===== config.mk =====
export PLATFORM = sky130hd
export DESIGN_NAME = mem_initiator
export DESIGN_NICKNAME = d
export VERILOG_FILES = /design/src/rtl/mem_initiator.sv
export SDC_FILE = /design/constraint.sdc
export NUM_CORES = 1
export LEC_CHECK = 0
export CAP_MARGIN = 20
export CORE_MARGIN = 10
export CORE_UTILIZATION = 48
export DETAILED_ROUTE_END_ITERATION = 10
export PLACE_DENSITY = 0.85
export SETUP_SLACK_MARGIN = 0.05
export SYNTH_ARGS = -nofsm -noshare
export SYNTH_HDL_FRONTEND = slang
export SYNTH_SLANG_ARGS = --single-unit

===== constraint.sdc =====
create_clock -name clk -period 3.4 [get_ports clk]
set_input_delay 0.85 -clock clk [delete_from_list [all_inputs] [get_ports clk]]
set_output_delay 0.85 -clock clk [all_outputs]
set_load 0.02 [all_outputs]

===== src/rtl/mem_initiator.sv =====
// Request/response initiator for a simple synchronous memory. Writes take one
// single-beat access. Reads are bursts of req_len+1 beats, each READ_WAIT cycles long.
module mem_initiator #(
  parameter int READ_WAIT = 1
) (
  input  logic       clk,
  input  logic       rst_n,
  input  logic       req_valid,
  output logic       req_ready,
  input  logic       req_write,
  input  logic [7:0] req_addr,
  input  logic [7:0] req_wdata,
  input  logic [3:0] req_len,
  output logic       rsp_valid,
  input  logic       rsp_ready,
  output logic [7:0] rsp_rdata,
  output logic       rsp_last,
  output logic [7:0] mem_address,
  output logic [7:0] mem_data_in,
  input  logic [7:0] mem_data_out,
  output logic       mem_read_write,
  output logic       mem_chip_en,
  output logic       busy,
  output logic [1:0] dbg_state
);

  // Handshakes: a transfer happens on a rising edge where valid and ready are
  // both high. Once raised, rsp_valid and its payload hold until rsp_ready.

  typedef enum logic [1:0] {
    IDLE   = 2'd0,
    ACCESS = 2'd1,
    RESP   = 2'd2
  } state_e;

  localparam logic [3:0] WAIT_INIT = 4'(READ_WAIT - 1);

  state_e     state_q, state_d;
  logic       write_q, write_d;
  logic [7:0] addr_q, addr_d;
  logic [7:0] wdata_q, wdata_d;
  logic [3:0] beats_q, beats_d;
  logic [3:0] wait_q, wait_d;
  logic [7:0] rdata_q, rdata_d;

  always_ff @(posedge clk or negedge rst_n) begin
    if (!rst_n) begin
      state_q <= IDLE;
      write_q <= 1'b0;
      addr_q  <= 8'h00;
      wdata_q <= 8'h00;
      beats_q <= 4'd0;
      wait_q  <= 4'd0;
      rdata_q <= 8'h00;
    end else begin
      state_q <= state_d;
      write_q <= write_d;
      addr_q  <= addr_d;
      wdata_q <= wdata_d;
      beats_q <= beats_d;
      wait_q  <= wait_d;
      rdata_q <= rdata_d;
    end
  end

  always_comb begin
    state_d = state_q;
    write_d = write_q;
    addr_d  = addr_q;
    wdata_d = wdata_q;
    beats_d = beats_q;
    wait_d  = wait_q;
    rdata_d = rdata_q;
    case (state_q)
      IDLE: begin
        if (req_valid) begin
          write_d = req_write;
          addr_d  = req_addr;
          wdata_d = req_wdata;
          // Writes are always single-beat regardless of req_len.
          beats_d = req_write ? 4'd0 : req_len;
          wait_d  = req_write ? 4'd0 : WAIT_INIT;
          state_d = ACCESS;
        end
      end
      ACCESS: begin
        if (write_q || wait_q == 4'd0) begin
          rdata_d = write_q ? 8'h00 : mem_data_out;
          state_d = RESP;
        end else begin
          wait_d = wait_q - 4'd1;
        end
      end
      RESP: begin
        if (rsp_ready) begin
          if (beats_q == 4'd0) begin
            state_d = IDLE;
          end else begin
            addr_d  = addr_q + 8'd1;
            beats_d = beats_q - 4'd1;
            wait_d  = WAIT_INIT;
            state_d = ACCESS;
          end
        end
      end
      default: state_d = IDLE;
    endcase
  end

  // Address and write data come straight from registers, so they hold outside ACCESS.
  assign req_ready      = (state_q == IDLE);
  assign busy           = (state_q != IDLE);
  assign mem_chip_en    = (state_q == ACCESS);
  assign mem_read_write = (state_q == ACCESS) && write_q;
  assign mem_address    = addr_q;
  assign mem_data_in    = wdata_q;
  assign rsp_valid      = (state_q == RESP);
  assign rsp_rdata      = rdata_q;
  assign rsp_last       = (state_q == RESP) && (beats_q == 4'd0);
  assign dbg_state      = state_q;

endmodule


[Word-level counts from Yosys, hierarchy flattened]
Index checks and enable logic that the tools add are counted.
Storage, ports and cells
  flip-flop bits (word level): 35
  input bits: 33
  output and inout port bits: 32
  logic and storage cells: 51
Cells by class
  mux-type cells: 20
  add/subtract/negate cells: 3
  equal/unequal tests: 7
  reduce and logical (&&, ||, !) cells: 14
Operators with widths (number)
  $mux W4: 8
  $mux W8: 4
  $pmux W8 S2: 1
  $pmux W4 S3: 1
  $add A8 B1 Y8 const B: 1
  $logic_not A4 Y1: 2
  $pmux W4 S2: 1
  $sub A4 B1 Y4 const B: 2
  $mux W2: 3
  $ne A2 B2 Y1 const B: 3
  $pmux W2 S3: 1
  $reduce_and A5 Y1: 1
  $ne A2 B1 Y1 const B: 2
  $reduce_and A2 Y1: 2
  $reduce_and A4 Y1: 1
  $reduce_bool A2 Y1: 2
  $reduce_and A3 Y1: 1
  $reduce_bool A3 Y1: 1
  $eq A2 B1 Y1 const B: 1
  $eq A2 B2 Y1 const B: 1
  $logic_and A1 B1 Y1: 2
  $logic_not A2 Y1: 1
  $logic_or A1 B1 Y1: 1
  $mux W1: 1

[Logic depth before layout (Yosys ltp)]
  word-level depth: 4
  mapped depth: 8
  depth with buffers taken out: 6

[Worst setup path after synthesis]
OpenSTA, ideal clock, no wires.
  kind: register to output
  start: reg beats_q[0]
  end: out rsp_last
  required time: 2.550 ns
  setup slack: 1.209 ns
  stages on the path, launching flop included: 6
  arrival time: 1.341 ns
  path buffers: 1
  cells stage by stage: dfrtp_1 -> inv_1 -> ha_1 -> or3b_1 -> buf_6 -> nor2_1
On the way
  word-level cells in the longest chain between the ends: 2
Ends and longest elaborated chain
  from (decl): RTL line 42  | logic [3:0] beats_q, beats_d;
  from (signal assigned): RTL line 60  | beats_q <= beats_d;
  $logic_not A4 Y1: RTL line 119  | assign rsp_last = (state_q == RESP) && (beats_q == 4'd0);
  $logic_and A1 B1 Y1: RTL line 119
  to (decl): RTL line 17  | output logic rsp_last,
No other way between the ends.

[Final worst setup path]
Same ends and word-level chain as after synthesis.

==> results_dict.tcl <==
set metrics [dict create \
    drive_gt1_share_pct 10.6 \
    portBuffers 64 \
    finClkSkew_ps 5.33 \
    synth-simple-area-share_pct 18.9 \
    cts_made_buffers 5 \
    num_rows 22 \
    fin_tns_setup_ps 0 \
    drc_errors 0 \
    crit_family "buffers and inverters" \
    worst-path-buf-inv 2 \
    avgViaCountPerCell 5.42 \
    cp.required_ps 2550 \
    p_leak_nw 1.10 \
    syn_area_sq_um 1820 \
    outcome "finished, final reports clean" \
    drtIter0Drc 105 \
    dp_hpwl_um 3580 \
    grt_pass1_wl_um 7470 \
    final_max_slew_viol_count 0 \
    dr.pass1.iters 4 \
    cts.sinks 35 \
    crit_path_end_kind "primary output" \
    final_cell_mix "clkdlybuf4s50_1, dfrtp_1, o21ai_0" \
    synth.mux.area_fraction_pct 7.84 \
    rsz0062_at_grt "false" \
    cts_buffer_depth 2 \
    cts_hold_buf 0 \
    power_density_nw_per_um2 966 \
    synth_warnings 0 \
    synth_edf_count 0 \
    yosysTopAreaCell "dfrtp_1" \
    final_nets 282 \
    cts_tree "done" \
    synth_compound_area_share_pct 17.0 \
    maxCapViolCount 0 \
    grt_max_degree 36 \
    core_area_sq_um 3660 \
    postCtsSetupBuffers 0 \
    cts_resized 0 \
    synthFlopType "dfrtp_1" \
    wl_per_cell_um 16.2 \
    critPathLaunchType "flop" \
    clk_latency_ps 290 \
    cpMaxStageDelayCell "clkdlybuf4s50_1" \
    synth_top_family_by_area "simple AND/OR/NAND/NOR gates" \
    multiInputGateArea_sq_um 846 \
    crit_fanout 7 \
    fin_crit_ps 3000 \
    grt-ovfl-total 0 \
    avgSynthCellArea_sq_um 10.1 \
    die_area_sq_um 6650 \
    gr-usage-all-layers_pct 14.3 \
    hold_class "flop to flop" \
    start_util_pct 49.7 \
    cpPeakStageDelay_ps 620 \
    routabilityCongestion 0.854 \
    relSlewSlack_pct 60.0 \
    grt_pass1_vias 1552 \
    mostFrequentLayoutCell "clkdlybuf4s50_1" \
    fill_cells 296 \
    wl_um 4770 \
    register_area_sq_um 876 \
    timing.fmax_mhz 333 \
    ys_seq_area_share_pct 48.1 \
    synth_fa_ha_area_share_pct 2.75 \
    crit_type "flop to primary output" \
    cp_cell_sequence "inv_1 > ha_1 > or3b_1 > nor2_1 > clkdlybuf4s50_1" \
    synth_area_leaders "dfrtp_1, mux2_2, o21ai_0" \
    ir_drop_mv 0.537 \
    pin_count 65 \
    hold_viol 0 \
    finalSetupViolations 0 \
    cp_data_arrival_time_ps 2150 \
    h-tree-depth 2 \
    ys_types 44 \
    async_flop_share_pct 100 \
    netlist.area_leader.share_pct 48.1 \
    synth_cells 180 \
    insertedDiodeCount 0 \
    die_x_um 81.6 \
    syn_nets 217 \
    totalPowerFinal_mw 2.51 \
    area_delta_synth_final_pct 43.1 \
    synthXorXnorAreaFrac_pct 0 \
    finalCritPeriodShare_pct 88.3 \
    worst_pin_slew_ps 599 \
    ant_nets 0 \
    clockRootBuffer "clkbuf_8" \
    vias 1593 \
    clkSlewWorstSetupHoldPaths_ps 70 \
    antenna_found_initial 0 \
    synth.ff_latch_count 35 \
    fp.dieH_um 81.6 \
]
## area by class of cell
type	instances	area share (%)
Multi-Input combinational cell	125	32.5
Sequential cell	35	33.6
Clock inverter	2	1.35
Clock buffer	6	3.17
Inverter	11	1.59
Timing Repair Buffer	67	25.5
Tap cell	48	2.31
## synth_stat cells, types with 2 or more instances
library cell	count
mux2i_1	3
and2_1	2
nor2_1	7
nand2_1	13
clkbuf_1	3
nor3_1	2
and3_1	2
a31oi_1	4
inv_1	11
ha_1	4
mux2_2	10
o311ai_0	3
or3_1	2
nand4_1	3
buf_6	2
o22ai_1	3
o22a_1	2
nor3b_1	2
a21oi_1	7
nand3_1	11
buf_2	3
or3b_1	2
nand2b_1	10
dfrtp_1	35
o21ai_0	15
## power by group
part           internal, mW  switching, mW  leakage (nW)
sequential            0.611          0.190         0.430
combinational         0.637          0.691         0.606
clock                 0.237          0.148        0.0612
total                  1.48           1.03          1.10
## flip-flops by register name, summed over array words and instances, names as in the netlist
| signal | flops |
|---|---|
| mem_address | 8 |
| mem_data_in | 8 |
| rsp_rdata | 8 |
| wait_q | 4 |
| write_q | 1 |
| dbg_state | 2 |
| beats_q | 4 |
## metrics by stage
stage          std cells  worst slack (ps)  instance area (sq um)  hold WS [ps]  utilization, %
2_1_floorplan        180              1210                   1820           458               -
3_3_place_gp         286               755                   2490           460            67.9
3_5_place_dp         286               691                   2490           471            67.9
4_1_cts              294               375                   2600           487            71.1
5_1_grt              294               282                   2600           496            71.1
6_report             294               396                   2600           479            71.1
## worst min-delay path, delay by kind of cell (launching register included)
family           cells  cell delay, ps
AO/OA/AOI/OAI        1              60
flip-flops           1             340
AND/OR/NAND/NOR      1              40
## logic make-up (layout without fill, tap and decap cells)
| logic type | after synthesis | in the layout |
|---|---|---|
| flops | 35 | 35 |
| buf+inv | 20 | 86 |
| compound gates | 46 | 46 |
| simple gates | 62 | 62 |
| mux | 13 | 13 |
| fa+ha+maj | 4 | 4 |
## layer usage
metal	vias to the layer above	routed length, um	track usage, %
met1	753	1840	16.8
li1	771	-	-
met3	9	584	7.97
met4	0	78	4.15
met2	60	2260	21.9
met5	-	0	0
## worst paths after layout
check | start | to | slack, ps | cells past startpoint
min in group asynchronous | rst_n | mem_address[1] | 970 | 2
min | rsp_rdata[7] | rsp_rdata[7] | 480 | 2
max reg2reg | dbg_state[0] | beats_q[1] | 1130 | 6
min reg2reg | rsp_rdata[7] | rsp_rdata[7] | 480 | 2
max in group asynchronous | rst_n | mem_data_in[0] | 2110 | 2
max | beats_q[0] | rsp_last | 400 | 5
Power figures use the tool's default switching activity.
